## src/rtl/keypad_scanner_pkg.sv

```systemverilog
// Shared key-code constants and scanner state encoding for the safe-lock datapath.
package keypad_scanner_pkg;

    localparam int unsigned CODE_W    = 4;
    localparam int unsigned ROWS      = 4;
    localparam int unsigned COLS      = 3;
    localparam int unsigned ROW_IDX_W = 2;

    // Codes shared with the seven-segment path and the lock controller
    localparam logic [CODE_W-1:0] KEY_DIGIT_MIN = 4'h0;
    localparam logic [CODE_W-1:0] KEY_DIGIT_MAX = 4'h9;
    localparam logic [CODE_W-1:0] KEY_STAR      = 4'hA;
    localparam logic [CODE_W-1:0] KEY_HASH      = 4'hB;

    localparam logic [1:0] ST_SCAN     = 2'd0;
    localparam logic [1:0] ST_PRESS_DB = 2'd1;
    localparam logic [1:0] ST_HELD     = 2'd2;
    localparam logic [1:0] ST_REL_DB   = 2'd3;

endpackage

```

## src/rtl/keypad_scanner_sync_2ff.sv

```systemverilog
// Two-flop synchroniser for asynchronous inputs; both stages reset to all ones.
module sync_2ff #(
    parameter int unsigned WIDTH = 1
) (
    input  logic             clk,
    input  logic             rst_n,
    input  logic [WIDTH-1:0] d,
    output logic [WIDTH-1:0] q
);

    logic [WIDTH-1:0] meta;

    always_ff @(posedge clk or negedge rst_n) begin
        if (!rst_n) begin
            meta <= '1;
            q    <= '1;
        end else begin
            meta <= d;
            q    <= meta;
        end
    end

endmodule

```

## src/rtl/keypad_scanner.sv

```systemverilog
// 4x3 matrix keypad scanner with column synchronisation and press/release debounce.
// Optional build macro KEYPAD_MULTI_REJECT_EN rejects presses with several low columns.
module keypad_scanner
    import keypad_scanner_pkg::*;
#(
    parameter int unsigned SCAN_DIV     = 1000,
    parameter int unsigned DEBOUNCE_CNT = 200000
) (
    input  logic       clk,
    input  logic       rst_n,
    input  logic [2:0] col_n,
    output logic [3:0] row_n,
    output logic [3:0] key_code,
    output logic       key_valid,
    output logic       key_held
);

    localparam int unsigned SCAN_W = $clog2(SCAN_DIV);
    localparam int unsigned DB_W   = $clog2(DEBOUNCE_CNT);
    localparam logic [SCAN_W-1:0] SCAN_LAST = SCAN_W'(SCAN_DIV - 1);
    localparam logic [DB_W-1:0]   DB_LAST   = DB_W'(DEBOUNCE_CNT - 1);

    logic [2:0]           col_s;
    logic                 multi_low;
    logic                 cand_match;

    logic [1:0]           state_q,    state_d;
    logic [ROW_IDX_W-1:0] row_q,      row_d;
    logic [3:0]           row_n_q,    row_n_d;
    logic [SCAN_W-1:0]    scan_cnt_q, scan_cnt_d;
    logic [DB_W-1:0]      db_cnt_q,   db_cnt_d;
    logic [ROW_IDX_W-1:0] cand_row_q, cand_row_d;
    logic [2:0]           cand_col_q, cand_col_d;
    logic [CODE_W-1:0]    key_code_q, key_code_d;
    logic                 key_valid_q, key_valid_d;
    logic                 key_held_q,  key_held_d;

    // Lowest-index low column of an active-low pattern
    function automatic logic [1:0] low_col(input logic [2:0] c);
        if (!c[0])      return 2'd0;
        else if (!c[1]) return 2'd1;
        else            return 2'd2;
    endfunction

    // Row/column to shared key code
    function automatic logic [CODE_W-1:0] key_map(input logic [1:0] r, input logic [1:0] c);
        if (r == 2'd3) begin
            case (c)
                2'd0:    return KEY_STAR;
                2'd1:    return KEY_DIGIT_MIN;
                default: return KEY_HASH;
            endcase
        end
        return CODE_W'({2'b00, r} * 4'd3 + {2'b00, c} + 4'd1);
    endfunction

    sync_2ff #(.WIDTH(3)) u_col_sync (
        .clk   (clk),
        .rst_n (rst_n),
        .d     (col_n),
        .q     (col_s)
    );

`ifdef KEYPAD_MULTI_REJECT_EN
    assign multi_low = ($countones(~col_s) > 1);
`else
    assign multi_low = 1'b0;
`endif

    assign cand_match = (col_s == cand_col_q) && !multi_low;

    always_ff @(posedge clk or negedge rst_n) begin
        if (!rst_n) begin
            state_q     <= ST_SCAN;
            row_q       <= '0;
            row_n_q     <= 4'b1110;
            scan_cnt_q  <= '0;
            db_cnt_q    <= '0;
            cand_row_q  <= '0;
            cand_col_q  <= 3'b111;
            key_code_q  <= KEY_DIGIT_MIN;
            key_valid_q <= 1'b0;
            key_held_q  <= 1'b0;
        end else begin
            state_q     <= state_d;
            row_q       <= row_d;
            row_n_q     <= row_n_d;
            scan_cnt_q  <= scan_cnt_d;
            db_cnt_q    <= db_cnt_d;
            cand_row_q  <= cand_row_d;
            cand_col_q  <= cand_col_d;
            key_code_q  <= key_code_d;
            key_valid_q <= key_valid_d;
            key_held_q  <= key_held_d;
        end
    end

    always_comb begin
        state_d     = state_q;
        row_d       = row_q;
        scan_cnt_d  = scan_cnt_q;
        db_cnt_d    = db_cnt_q;
        cand_row_d  = cand_row_q;
        cand_col_d  = cand_col_q;
        key_code_d  = key_code_q;
        key_valid_d = 1'b0;
        key_held_d  = key_held_q;

        case (state_q)
            ST_SCAN: begin
                if (scan_cnt_q == SCAN_LAST) begin
                    scan_cnt_d = '0;
                    if (col_s == 3'b111 || multi_low) begin
                        row_d = row_q + ROW_IDX_W'(1);
                    end else begin
                        cand_row_d = row_q;
                        cand_col_d = col_s;
                        db_cnt_d   = '0;
                        state_d    = ST_PRESS_DB;
                    end
                end else begin
                    scan_cnt_d = scan_cnt_q + SCAN_W'(1);
                end
            end
            ST_PRESS_DB: begin
                if (!cand_match) begin
                    row_d      = row_q + ROW_IDX_W'(1);
                    scan_cnt_d = '0;
                    state_d    = ST_SCAN;
                end else if (db_cnt_q == DB_LAST) begin
                    key_code_d  = key_map(cand_row_q, low_col(cand_col_q));
                    key_valid_d = 1'b1;
                    key_held_d  = 1'b1;
                    state_d     = ST_HELD;
                end else begin
                    db_cnt_d = db_cnt_q + DB_W'(1);
                end
            end
            ST_HELD: begin
                if (col_s == 3'b111) begin
                    db_cnt_d = '0;
                    state_d  = ST_REL_DB;
                end
            end
            ST_REL_DB: begin
                if (col_s != 3'b111) begin
                    state_d = ST_HELD;
                end else if (db_cnt_q == DB_LAST) begin
                    key_held_d = 1'b0;
                    row_d      = row_q + ROW_IDX_W'(1);
                    scan_cnt_d = '0;
                    state_d    = ST_SCAN;
                end else begin
                    db_cnt_d = db_cnt_q + DB_W'(1);
                end
            end
            default: state_d = ST_SCAN;
        endcase

        // Exactly one row driven low, tracking the next row index
        row_n_d = ~(4'b0001 << row_d);
    end

    assign row_n     = row_n_q;
    assign key_code  = key_code_q;
    assign key_valid = key_valid_q;
    assign key_held  = key_held_q;

endmodule

```

## config.mk

```make
export PLATFORM = sky130hd
export DESIGN_NAME = keypad_scanner
export DESIGN_NICKNAME = d
export VERILOG_FILES = /design/src/rtl/keypad_scanner_pkg.sv /design/src/rtl/keypad_scanner_sync_2ff.sv /design/src/rtl/keypad_scanner.sv
export SDC_FILE = /design/constraint.sdc
export NUM_CORES = 1
export LEC_CHECK = 0
export ABC_AREA = 1
export BUFFER_PORTS_ARGS = -buffer_cell sky130_fd_sc_hd__buf_4
export CAP_MARGIN = 0
export CORE_MARGIN = 10
export CORE_UTILIZATION = 40
export CTS_BUF_LIST = sky130_fd_sc_hd__clkbuf_16
export DETAILED_ROUTE_END_ITERATION = 10
export GPL_ROUTABILITY_DRIVEN = 1
export MAX_ROUTING_LAYER = met4
export PLACE_DENSITY = 0.53
export SYNTH_ARGS = -nofsm -noshare
export SYNTH_HDL_FRONTEND = slang
export SYNTH_SLANG_ARGS = --single-unit
```

## constraint.sdc

```tcl
create_clock -name clk -period 2.9 [get_ports clk]
set_clock_uncertainty 0.15 [all_clocks]
set_input_delay 0.145 -clock clk [delete_from_list [all_inputs] [get_ports clk]]
set_output_delay 0.145 -clock clk [all_outputs]
set_load 0.1 [all_outputs]
```

==> flow_summary_export.csv, run 1 <==
group,metric,value,unit
status,result_of_the_run,"completed",
routing,drt_iter0_drc,155,
synth,dominantRegCellSynth,"dfrtp_1",
synth,yosys.area.top_type,"dfrtp_1",
worst_setup_path,timing.rr.start,"cand_col_q[0]",
routing,detail_route.vias_per_cell,4.83,
clock_network,worst_skew_pair.late_latency,0.29,ns
synth,synth_seq_area_share,43.0,%
global_route,antenna_found_initial,0,
global_route,pin_count_of_the_biggest_net_entering_global_routing,54,
routing,drcViolationCount,0,
synth,leading_post_synthesis_cells_by_instance_count,"nand2_1, nor2_1, dfrtp_1",
synth,number_of_distinct_library_cells_after_synthesis,33,
final_layout,post_layout_nonfiller_instances,530,
routing,drt-wirelength-per-cell,12.7,um
synth,post_synth.cell_area_avg,7.65,um2
final_layout,layout_cell_share_with_drive_strength_beyond_1,14.3,%
floorplan,floorplan.io_pins,15,
routing,routed-via-count,2562,
min_path,hold_path_depth,0,
synth,asyncSetResetFlopFracSynth,100,%
clock_network,cts-resized-gates,0,
sta,final_critical_path_setup_slack,0.652,ns
synth,netlist_instances,408,
clock_network,htree_num_levels,2,
sta,report.final.hold_viol_count,0,
clock_network,cts_root_buf,"clkbuf_16",
global_route,via_count_of_the_first_global_routing_pass,2513,
sta,tightestPinTransition,0.671,ns
global_route,grt_overflow,0,
placed_design,count_of_placed_standard_cells_including_taps,518,
synth,post_synth_instance_area,0.00312,mm2
clock_network,clkTransAtPathRegs,0.07,ns
synth,number_of_enable_flip_flop_cells_after_synthesis,0,
floorplan,row_count,32,
synth,synthMuxAreaShare,0,%
sta,tns,0,ns
placed_design,io_buffer_count,14,
worst_setup_path,critPathLaunch,"cand_col_q[0]",
synth,synthesized_area_fraction_occupied_by_adder_cells,3.69,%
worst_setup_path,worst-path-max-fanout,4,
floorplan,design.die.area,0.0117,mm2
power,power-per-cell-area,396,mW/mm2
synth,ys_ff_latch,53,
synth,synth_top_area_share,32.9,%
clock_network,clock_path_buffers,2,
worst_setup_path,worst_reg2reg_path_endpoint,"key_code[1]",
sta,final_period_minus_worst_setup_slack,2.25,ns
global_route,global_route_wire_length_before_repair,11900,um
final_layout,num-nets-final,440,
sta,setup_viol_count_final,0,
floorplan,chipWidth,108,um
synth,synth_compound_gate_area_share,6.30,%
floorplan,die_y,108,um
power,total_leakage_power,1.61,nW
synth,xor_and_xnor_area_share_after_synthesis,5.33,%
clock_network,cts.sink_count,53,
sta,max-slew-margin-rel,55.3,%
sta,fin_hold_ws,0.207,ns
routing,detail_route.wirelength,6730,um
sta,grt_setup_unrepaired,"false",
placed_design,dp.final_hpwl,4910,um
floorplan,start_util,40.8,%
routing,post_detailed_route_count_of_antenna_violating_nets,0,
synth,synth_fp_nets,421,
worst_setup_path,critical_path_launch_point_type,"flip-flop",
power,irDropWorstVdd,0.000230,V
final_layout,nFillCells,761,
synth,synthTopCellsByArea,"dfrtp_1, nand2_1, dfstp_2",
synth,dominant_combinational_cell_family_by_area_after_synthesis,"simple AND/OR/NAND/NOR gates",
sta,timing.final.max_slew_violations,0,
synth,ys.warnings.count,0,
routing,drt_first_pass_iters,4,
clock_network,numCtsBuffers,5,
synth,post_synth_and_or_nand_nor_area_fraction,34.9,%
placed_design,preCtsSetupSlack,0.636,ns
worst_setup_path,crit_end,"key_code[1]",
global_route,grt_util_all_layers,12.6,%
min_path,hp-class,"flip-flop to flip-flop",
floorplan,placeable_area,0.00765,mm2
sta,max_freq,445,MHz
worst_setup_path,worstSetupPathType,"flip-flop to flip-flop",
clock_network,tritoncts_clock_tree,"built",
worst_setup_path,rrSetupSlack,0.65,ns
sta,timing.final.crit_share,77.5,%
worst_setup_path,cp_data_required_time,2.94,ns
worst_setup_path,cp-end-kind,"flip-flop",
run,drv_cap,0,
worst_setup_path,worst_reg2reg_path_length_in_cells,8,
final_layout,area_delta_synth_final,12.2,%
worst_setup_path,crit_arrival,2.28,ns
placed_design,gp_routability_congestion,0.833,
final_layout,diodes,0,
synth,yosys.cell_count.top_type,"nand2_1",
==> registers in the layout, indices dropped and copies added, names as in the netlist <==
signal,count
key_code,4
row_n,4
cand_col_q,3
row_q,2
u_col_sync.meta,3
state_q,2
db_cnt_q,18
cand_row_q,2
key_held,1
key_valid,1
scan_cnt_q,10
u_col_sync.q,3
==> stage by stage <==
stage / area, um2 / power (mW) / util (%)
after floorplan: 3120 / 0.768 / -
after global placement: 3310 / 0.789 / 43.3
after detailed placement: 3310 / 0.790 / 43.3
after CTS: 3500 / 1.41 / 45.7
after global routing: 3500 / 1.44 / 45.7
final: 3500 / 1.38 / 45.7
==> timing repair <==
item,4_1_cts,5_1_grt
setup endpoints to repair,0,0
setup buffers,0,0
hold buffers,4,0
endpoints found under the hold margin,44,0
==> kinds of logic (layout without fill, tap and decap cells) <==
family / after synthesis / in the layout
AND/OR/NAND/NOR: 244 / 244
flip-flops: 53 / 53
buffers and inverters: 49 / 69
AO/OA/AOI/OAI: 35 / 35
XOR/XNOR: 19 / 19
adder cells (fa/ha/maj): 8 / 8
==> how the worst min path moves through the flow <==
stage / start / to / slack, ns
floorplan: rst_n / cand_row_q[0] / -0.30
global placement: rst_n / scan_cnt_q[6] / 0.09
detailed placement: rst_n / scan_cnt_q[6] / 0.09
CTS: u_col_sync.meta[1] / u_col_sync.q[1] / 0.21
global route: u_col_sync.meta[0] / u_col_sync.q[0] / 0.21
finish: u_col_sync.meta[1] / u_col_sync.q[1] / 0.21
==> where the power goes <==
part	total [mW]	leakage, nW	internal (mW)	switching, mW
clock network	0.606	0.0704	0.325	0.281
registers	0.750	0.684	0.747	0.00287
logic	0.0285	0.856	0.00934	0.0192
==> placed cells by master (no fill, tap or decap), drive strengths merged <==
cell type	Yosys	layout
nand4	13	13
a21oi	9	9
clkinv	1	2
clkinvlp	0	1
nand3	39	39
o31ai	1	1
o21bai	1	1
dfrtp	41	41
xnor2	5	5
clkbuf	2	5
o21ai	23	23
nor2	60	60
buf	6	16
nor3	7	7
fa	2	2
inv	40	41
ha	6	6
xor2	14	14
dfstp	12	12
a31oi	1	1
nand3b	2	2
dlygate4sd3	0	4
nand2	123	123
==> per-layer routing <==
layer	share of wire [%]	routed length, um	track usage (%)
met1	50	3380	16.1
met4	0.91	61	3.11
met2	46	3110	20.3
met5	0	0	-
met3	2.6	177	2.20
==> critical path: stages, from the launching register on <==
cell and delay (ns):
dfstp_2 0.56, nand2_1 0.08, inv_1 0.07, fa_1 0.46, fa_1 0.48, a21oi_1 0.15, nand2_1 0.06, o21ai_0 0.08
inv_1 0.06
==> final cells by class <==
cell class	instances	area [um2]	share of cell area [%]
Multi-Input combinational cell	306	1570	44.7
Clock inverter	3	25.0	0.715
Clock buffer	5	125	3.58
Sequential cell	53	1340	38.3
Inverter	41	154	4.40
Tap cell	102	128	3.65
Timing Repair Buffer	20	160	4.58
No activity file was read; power rests on OpenSTA's default activity.
==> inputs of run 2 (changes only) <==
--- a/config.mk
+++ b/config.mk
@@ -5,7 +5,7 @@
 export SDC_FILE = /design/constraint.sdc
 export NUM_CORES = 1
 export LEC_CHECK = 0
-export ABC_AREA = 1
+export ABC_AREA = 0
 export BUFFER_PORTS_ARGS = -buffer_cell sky130_fd_sc_hd__buf_4
 export CAP_MARGIN = 0
 export CORE_MARGIN = 10
==> constraint.sdc (replaced) <==
create_clock -name clk -period 2.3 [get_ports clk]
set_clock_uncertainty 0.15 [all_clocks]
set_input_delay 0.115 -clock clk [delete_from_list [all_inputs] [get_ports clk]]
set_output_delay 0.115 -clock clk [all_outputs]
set_load 0.1 [all_outputs]
==> run 2 against run 1 <==
The flow now finishes with violations (negative setup slack). Design area up 9.8%. Register-to-register slack worse by 0.73 ns. Non-clock buffer count rose by 51. Sequential cell count did not move. Synthesized cell count decreased by 31%. Worst setup slack got worse by 0.73 ns. Highest routed layer unchanged.
==> flow_summary_export.csv, run 2 <==
group,metric,value,unit
sta,final_critical_path_setup_slack,-0.0795,ns
global_route,global_route_wire_length_before_repair,11600,um
power,power-per-cell-area,481,mW/mm2
sta,tightestPinTransition,0.676,ns
synth,yosys.cell_count.top_type,"dfrtp_1",
global_route,antenna_found_initial,0,
floorplan,chipWidth,104,um
power,switching_share,20.2,%
min_path,hp-class,"flip-flop to flip-flop",
final_layout,layout.cells.most_common_list,"buf_4, dfrtp_1, nand2_1",
synth,dominantRegCellSynth,"dfrtp_1",
sta,timing.final.crit_share,103,%
power,power_switching,0.372,mW
global_route,grt_util_all_layers,13.1,%
synth,synth_seq_area_share,47.2,%
worst_setup_path,cp_data_required_time,2.33,ns
clock_network,clock_path_buffers,2,
synth,netlist_instances,282,
clock_network,numCtsBuffers,5,
floorplan,start_util,41.4,%
clock_network,worst_skew_pair.late_latency,0.29,ns
clock_network,htree_num_levels,2,
worst_setup_path,crit_arrival,2.41,ns
synth,number_of_distinct_library_cells_after_synthesis,53,
worst_setup_path,worst-path-max-fanout,4,
power,power.share.clock,46.1,%
status,result_of_the_run,"complete, but fails checks",
routing,drcViolationCount,0,
final_layout,nFillCells,621,
synth,ys_ff_latch,53,
floorplan,placeable_area,0.00687,mm2
worst_setup_path,critical_path_launch_point_type,"flip-flop",
final_layout,num-nets-final,363,
final_layout,layout.cells.most_common,"buf_4",
synth,ys.warnings.count,0,
routing,post_detailed_route_count_of_antenna_violating_nets,0,
placed_design,io_buffer_count,14,
synth,synth_fp_nets,295,
synth,synth_top_area_share,36.1,%
final_layout,top_regs,"db_cnt_q: 18 flops, scan_cnt_q: 10 flops",
global_route,pin_count_of_the_biggest_net_entering_global_routing,54,
power,total_leakage_power,1.65,nW
sta,grt_setup_unrepaired,"true",
floorplan,row_count,30,
clock_network,cts_root_buf,"clkbuf_16",
floorplan,floorplan.io_pins,15,
global_route,grt_overflow,0,
final_layout,diodes,0,
synth,post_synth_instance_area,0.00284,mm2
synth,asyncSetResetFlopFracSynth,100,%
worst_setup_path,worstSetupPathType,"flip-flop to flip-flop",
synth,number_of_enable_flip_flop_cells_after_synthesis,0,
final_layout,finalInstanceArea,0.00384,mm2
power,comb_power_share,2.7,%
sta,report.final.hold_viol_count,0,
sta,max_freq,420,MHz
clock_network,tritoncts_clock_tree,"built",
final_layout,layout_cell_share_with_drive_strength_beyond_1,39.0,%
floorplan,design.die.area,0.0109,mm2
worst_setup_path,cp-end-kind,"flip-flop",
routing,drt_iter0_drc,120,
synth,post_synth.cell_area_avg,10.1,um2
floorplan,die_y,104,um
placed_design,gp_routability_congestion,0.786,
sta,max-slew-margin-rel,54.9,%
routing,drt_first_pass_iters,5,
sta,timing.final.max_slew_violations,0,
routing,detail_route.vias_per_cell,5.55,
sta,fin_hold_ws,0.209,ns
routing,detail_route.wirelength,7250,um
routing,drt-wirelength-per-cell,16.2,um
final_layout,largest_register_ffs,18,
sta,final_period_minus_worst_setup_slack,2.38,ns
synth,synthTopCellsByArea,"dfrtp_1, dfstp_2, a21oi_1",
global_route,via_count_of_the_first_global_routing_pass,2273,
synth,yosys.area.top_type,"dfrtp_1",
placed_design,dp.final_hpwl,4750,um
final_layout,max_flop_register,"db_cnt_q",
final_layout,post-route-util,55.9,%
synth,leading_post_synthesis_cells_by_instance_count,"dfrtp_1, nand2_1, a21oi_1",
final_layout,regArea,0.00134,mm2
clock_network,cts.sink_count,53,
run,drv_cap,0,
power,cellInternalPower,1.47,mW
status,failed_checks,"negative setup slack",
power,pwr-share-seq,51.2,%
final_layout,multiInputGateArea,0.00160,mm2
sta,setup_viol_count_final,14,
clock_network,clkTransAtPathRegs,0.07,ns
power,irDropWorstVdd,0.000300,V
placed_design,placement.cell_area,0.00339,mm2
final_layout,area_delta_synth_final,35.0,%
routing,routed-via-count,2479,
run 2: changes by cell type after synthesis, moves of 8 or more:
cell     delta
inv_1      -27
xor2_1     -11
or4_1      +13
nand2_1    -97
nor2_1     -34
a21oi_1    +13
o31ai_1    +13
mux2_2      +9
o21ai_1     -8
nand3_1    -23
run 2: final cells by class:
type | instances | area share (%)
clock inverter | 3 | 1.11
inverter | 9 | 0.880
tap | 96 | 3.13
sequential | 53 | 34.9
multi-input combinational | 210 | 41.7
clock buffer | 5 | 3.26
timing repair buffer | 71 | 15.0
run 2: cells by family after synthesis:
group	synth area share (%)
adders and majority gates	4.05
and+or+nand+nor	21.6
buffers and inverters	3.48
AOI/OAI and AO/OA	17.2
xor gates and xnor gates	1.54
DFF	47.2
muxes	4.97
run 2: power groups by stage:
stage / Sequential (mW) / Combinational, mW / Clock (mW)
after detailed placement: 0.962 / 0.0385 / 0
after global placement: 0.962 / 0.0384 / 0
final: 0.945 / 0.0499 / 0.852
after floorplan: 0.962 / 0.00632 / 0
after CTS: 0.945 / 0.0459 / 0.869
after global routing: 0.945 / 0.0560 / 0.914
run 2: worst max-delay path, cell delays in order, from the launching register on:
cell      delay, ns
dfstp_2        0.56
and2_4         0.16
fa_1           0.43
ha_1           0.29
a21o_1         0.18
a211oi_2       0.17
a21oi_1        0.07
mux2_4         0.26
run 2: per-layer routing:
layer	GRT usage (%)	routed length, um	share of wire (%)	vias up
met5	-	0	0	-
met1	17.8	3460	48	1211
met3	2.35	341	4.7	7
met4	3.28	73	1.0	0
met2	19.4	3380	47	55
li1	-	-	-	1206
run 2: path summary, 6_finish.rpt:
| path | slack [ns] | from | cells after the start | endpoint |
|---|---|---|---|---|
| setup / recovery | -0.08 | cand_col_q[1] | 7 | key_code[3] |
| max in group asynchronous | 1.29 | rst_n | 2 | row_n[0] |
| hold reg to reg | 0.21 | u_col_sync.meta[0] | 0 | u_col_sync.q[0] |
| setup reg to reg | -0.08 | cand_col_q[1] | 7 | key_code[3] |
| min in group asynchronous | 0.26 | rst_n | 2 | db_cnt_q[10] |
| hold / removal | 0.21 | u_col_sync.meta[0] | 0 | u_col_sync.q[0] |
run 2: repair_timing:
action,in CTS,in global routing
cloned,2,1
endpoints found under the hold margin,44,0
endpoints found under the setup margin,15,26
buffers inserted,0,3
hold buffers,4,0
pin swaps,8,8
resized for setup,6,34
run 2: stage by stage:
step	setup slack (ns)	power (mW)	cells	setup TNS (ns)
2_1_floorplan	-0.119	0.968	282	-0.672
3_3_place_gp	-0.0777	1.00	429	-0.338
3_5_place_dp	-0.114	1.00	429	-0.554
4_1_cts	-0.0896	1.86	443	-0.351
5_1_grt	-0.181	1.92	447	-1.77
6_report	-0.0795	1.85	447	-0.625
==> inputs of run 3 (changes only) <==
--- a/config.mk
+++ b/config.mk
@@ -8,11 +8,13 @@
 export ABC_AREA = 0
 export BUFFER_PORTS_ARGS = -buffer_cell sky130_fd_sc_hd__buf_4
 export CAP_MARGIN = 0
+export CORE_ASPECT_RATIO = 1.2
 export CORE_MARGIN = 10
 export CORE_UTILIZATION = 40
 export CTS_BUF_LIST = sky130_fd_sc_hd__clkbuf_16
 export DETAILED_ROUTE_END_ITERATION = 10
 export GPL_ROUTABILITY_DRIVEN = 1
+export GPL_TIMING_DRIVEN = 0
 export MAX_ROUTING_LAYER = met4
 export PLACE_DENSITY = 0.53
 export SYNTH_ARGS = -nofsm -noshare
==> run 3 against run 2 <==
The run still ends with negative setup slack left. Worst hold slack got worse by 0.0014 ns. Worst setup slack got worse by 0.10 ns. Combinational power is 23% lower. Via count is 3.0% lower. Sequential cell count unchanged. Critical path depth down 1. Sequential power hardly changed. First-iteration DRC count fell by 27%. Sequential share of layout area up 1.7 points. Design area down 4.6%. Clock power rose by 2.6%. Largest cell class unchanged. Highest routed layer unchanged.
==> flow_summary_export.csv, run 3 (synthesis gave the netlist of run 2 again) <==
group,metric,value,unit
worst_setup_path,timing.rr.start,"scan_cnt_q[3]",
clock_network,worst_skew_pair.late_latency,0.29,ns
routing,detail_route.vias_per_cell,5.82,
final_layout,diodes,0,
floorplan,row_count,33,
worst_setup_path,critPathMostFrequentCell,"or4_4",
status,failed_checks,"negative setup slack",
worst_setup_path,timing.critical_path.max_delay_family,"simple AND/OR/NAND/NOR gates",
routing,detail_route.wirelength,6810,um
worst_setup_path,worst_reg2reg_path_length_in_cells,6,
sta,setup_viol_count_final,23,
global_route,global_route_wire_length_before_repair,11300,um
floorplan,chipWidth,97.0,um
sta,tns,-2.24,ns
worst_setup_path,worstSetupPathType,"flip-flop to flip-flop",
status,result_of_the_run,"complete, but fails checks",
run,drv_cap,0,
worst_setup_path,critical_path_launch_point_type,"flip-flop",
worst_setup_path,worstPathBufferInverterCount,1,
floorplan,floorplan.io_pins,15,
floorplan,die_y,112,um
worst_setup_path,cp_data_required_time,2.38,ns
worst_setup_path,rrSetupSlack,-0.18,ns
min_path,min_from,"u_col_sync.meta[1]",
sta,tightestPinTransition,0.859,ns
floorplan,design.die.area,0.0109,mm2
sta,final_period_minus_worst_setup_slack,2.48,ns
routing,drt_iter0_drc,88,
floorplan,start_util,41.2,%
floorplan,placeable_area,0.00690,mm2
sta,grt_setup_unrepaired,"true",
routing,routed-via-count,2404,
sta,max-slew-margin-rel,42.2,%
sta,timing.final.crit_share,108,%
final_layout,max_flop_register,"db_cnt_q",
power,irDropWorstVdd,0.000333,V
min_path,hold_path_depth,0,
final_layout,post-route-util,53.1,%
final_layout,layout.cells.most_common_list,"dfrtp_1, buf_4, nand2_1",
routing,drcViolationCount,0,
worst_setup_path,crit_arrival,2.56,ns
clock_network,clkTransAtPathRegs,0.07,ns
worst_setup_path,critical-path-max-stage-delay,0.54,ns
global_route,via_count_of_the_first_global_routing_pass,2303,
global_route,antenna_found_initial,0,
final_layout,largest_register_ffs,18,
worst_setup_path,timing.critical_path.cells,"or3b_4 -> or4_4 -> o211a_4 -> buf_6 -> or4_4 -> a21oi_2",
placed_design,dp.final_hpwl,4380,um
final_layout,top_regs,"db_cnt_q: 18 flops, scan_cnt_q: 10 flops",
final_layout,area_delta_synth_final,28.8,%
placed_design,io_buffer_count,14,
sta,report.final.hold_viol_count,0,
routing,drt_first_pass_iters,4,
worst_setup_path,worst-path-max-fanout,6,
routing,detailroute.wirelength.met2,3220,um
routing,post_detailed_route_count_of_antenna_violating_nets,0,
global_route,grt_util_all_layers,12.4,%
worst_setup_path,cp-end-kind,"flip-flop",
global_route,grt_overflow,0,
power,power-per-cell-area,507,mW/mm2
final_layout,layout.cells.most_common,"dfrtp_1",
clock_network,numCtsBuffers,5,
worst_setup_path,critical-path-slowest-cell,"or4_4",
routing,drt-wirelength-per-cell,16.5,um
min_path,min_delay_worst_endpoint,"u_col_sync.q[1]",
power,total_leakage_power,1.52,nW
clock_network,cts.sink_count,53,
clock_network,cts_root_buf,"clkbuf_16",
sta,max_freq,403,MHz
clock_network,htree_num_levels,2,
routing,detail_route.wirelength.met1,3310,um
worst_setup_path,worst_reg2reg_path_endpoint,"db_cnt_q[7]",
global_route,pin_count_of_the_biggest_net_entering_global_routing,54,
clock_network,clock_path_buffers,2,
final_layout,num-nets-final,338,
final_layout,layout_cell_share_with_drive_strength_beyond_1,34.0,%
placed_design,gp_routability_congestion,0.788,
sta,final_critical_path_setup_slack,-0.183,ns
routing,amount_of_wire_on_met3_after_detailed_routing,214,um
routing,dr.max_layer_used,"met4",
sta,timing.final.max_slew_violations,0,
clock_network,tritoncts_clock_tree,"built",
min_path,hp-class,"flip-flop to flip-flop",
-- run 3: final cells by class --
cell class                      instances  area, um2
Clock inverter                          3       46.3
Inverter                                9       33.8
Fill cell                             612       3230
Timing Repair Buffer                   39        300
Clock buffer                            5        125
Multi-Input combinational cell        207       1640
Tap cell                               87        109
Buffer                                 10       62.6
Sequential cell                        53       1340
-- run 3: repair_timing --
action,4_1_cts,5_1_grt
hold buffers,4,0
gates cloned,1,0
gates resized for setup,23,32
buffers inserted,9,11
hold endpoints to repair,44,0
setup endpoints to repair,36,32
pin swaps,14,19
-- run 3: worst max path at each step --
stage | slack (ns) | cells after the start | endpoint | startpoint
CTS | -0.15 | 6 | db_cnt_q[7] | cand_col_q[0]
global placement | -0.36 | 5 | key_code[2] | db_cnt_q[14]
finish | -0.18 | 6 | db_cnt_q[7] | scan_cnt_q[3]
floorplan | -0.12 | 7 | db_cnt_q[7] | scan_cnt_q[4]
global route | -0.22 | 7 | db_cnt_q[7] | scan_cnt_q[3]
detailed placement | -0.32 | 5 | key_code[3] | db_cnt_q[14]
-- run 3: stage by stage --
stage / instance area (um2) / total power, mW / hold WS (ns) / worst slack (ns) / instances
after detailed placement: 3070 / 0.995 / 0.0525 / -0.325 / 383
after global routing: 3660 / 1.92 / 0.218 / -0.219 / 413
after floorplan: 2860 / 0.968 / -0.331 / -0.119 / 282
after CTS: 3430 / 1.88 / 0.208 / -0.150 / 402
final: 3660 / 1.86 / 0.207 / -0.183 / 413
after global placement: 3070 / 0.995 / 0.0539 / -0.364 / 383
-- run 3: power by group --
part | leakage [nW] | internal, mW | switching, mW
Clock | 0.0800 | 0.516 | 0.358
Combinational | 0.755 | 0.0127 | 0.0255
Sequential | 0.683 | 0.941 | 0.00365
-- run 3: layer usage --
| layer | vias up | GRT usage [%] |
|---|---|---|
| met2 | 34 | 20.1 |
| met5 | - | - |
| met4 | 0 | 3.25 |
| met1 | 1215 | 15.4 |
| li1 | 1150 | - |
| met3 | 5 | 2.52 |
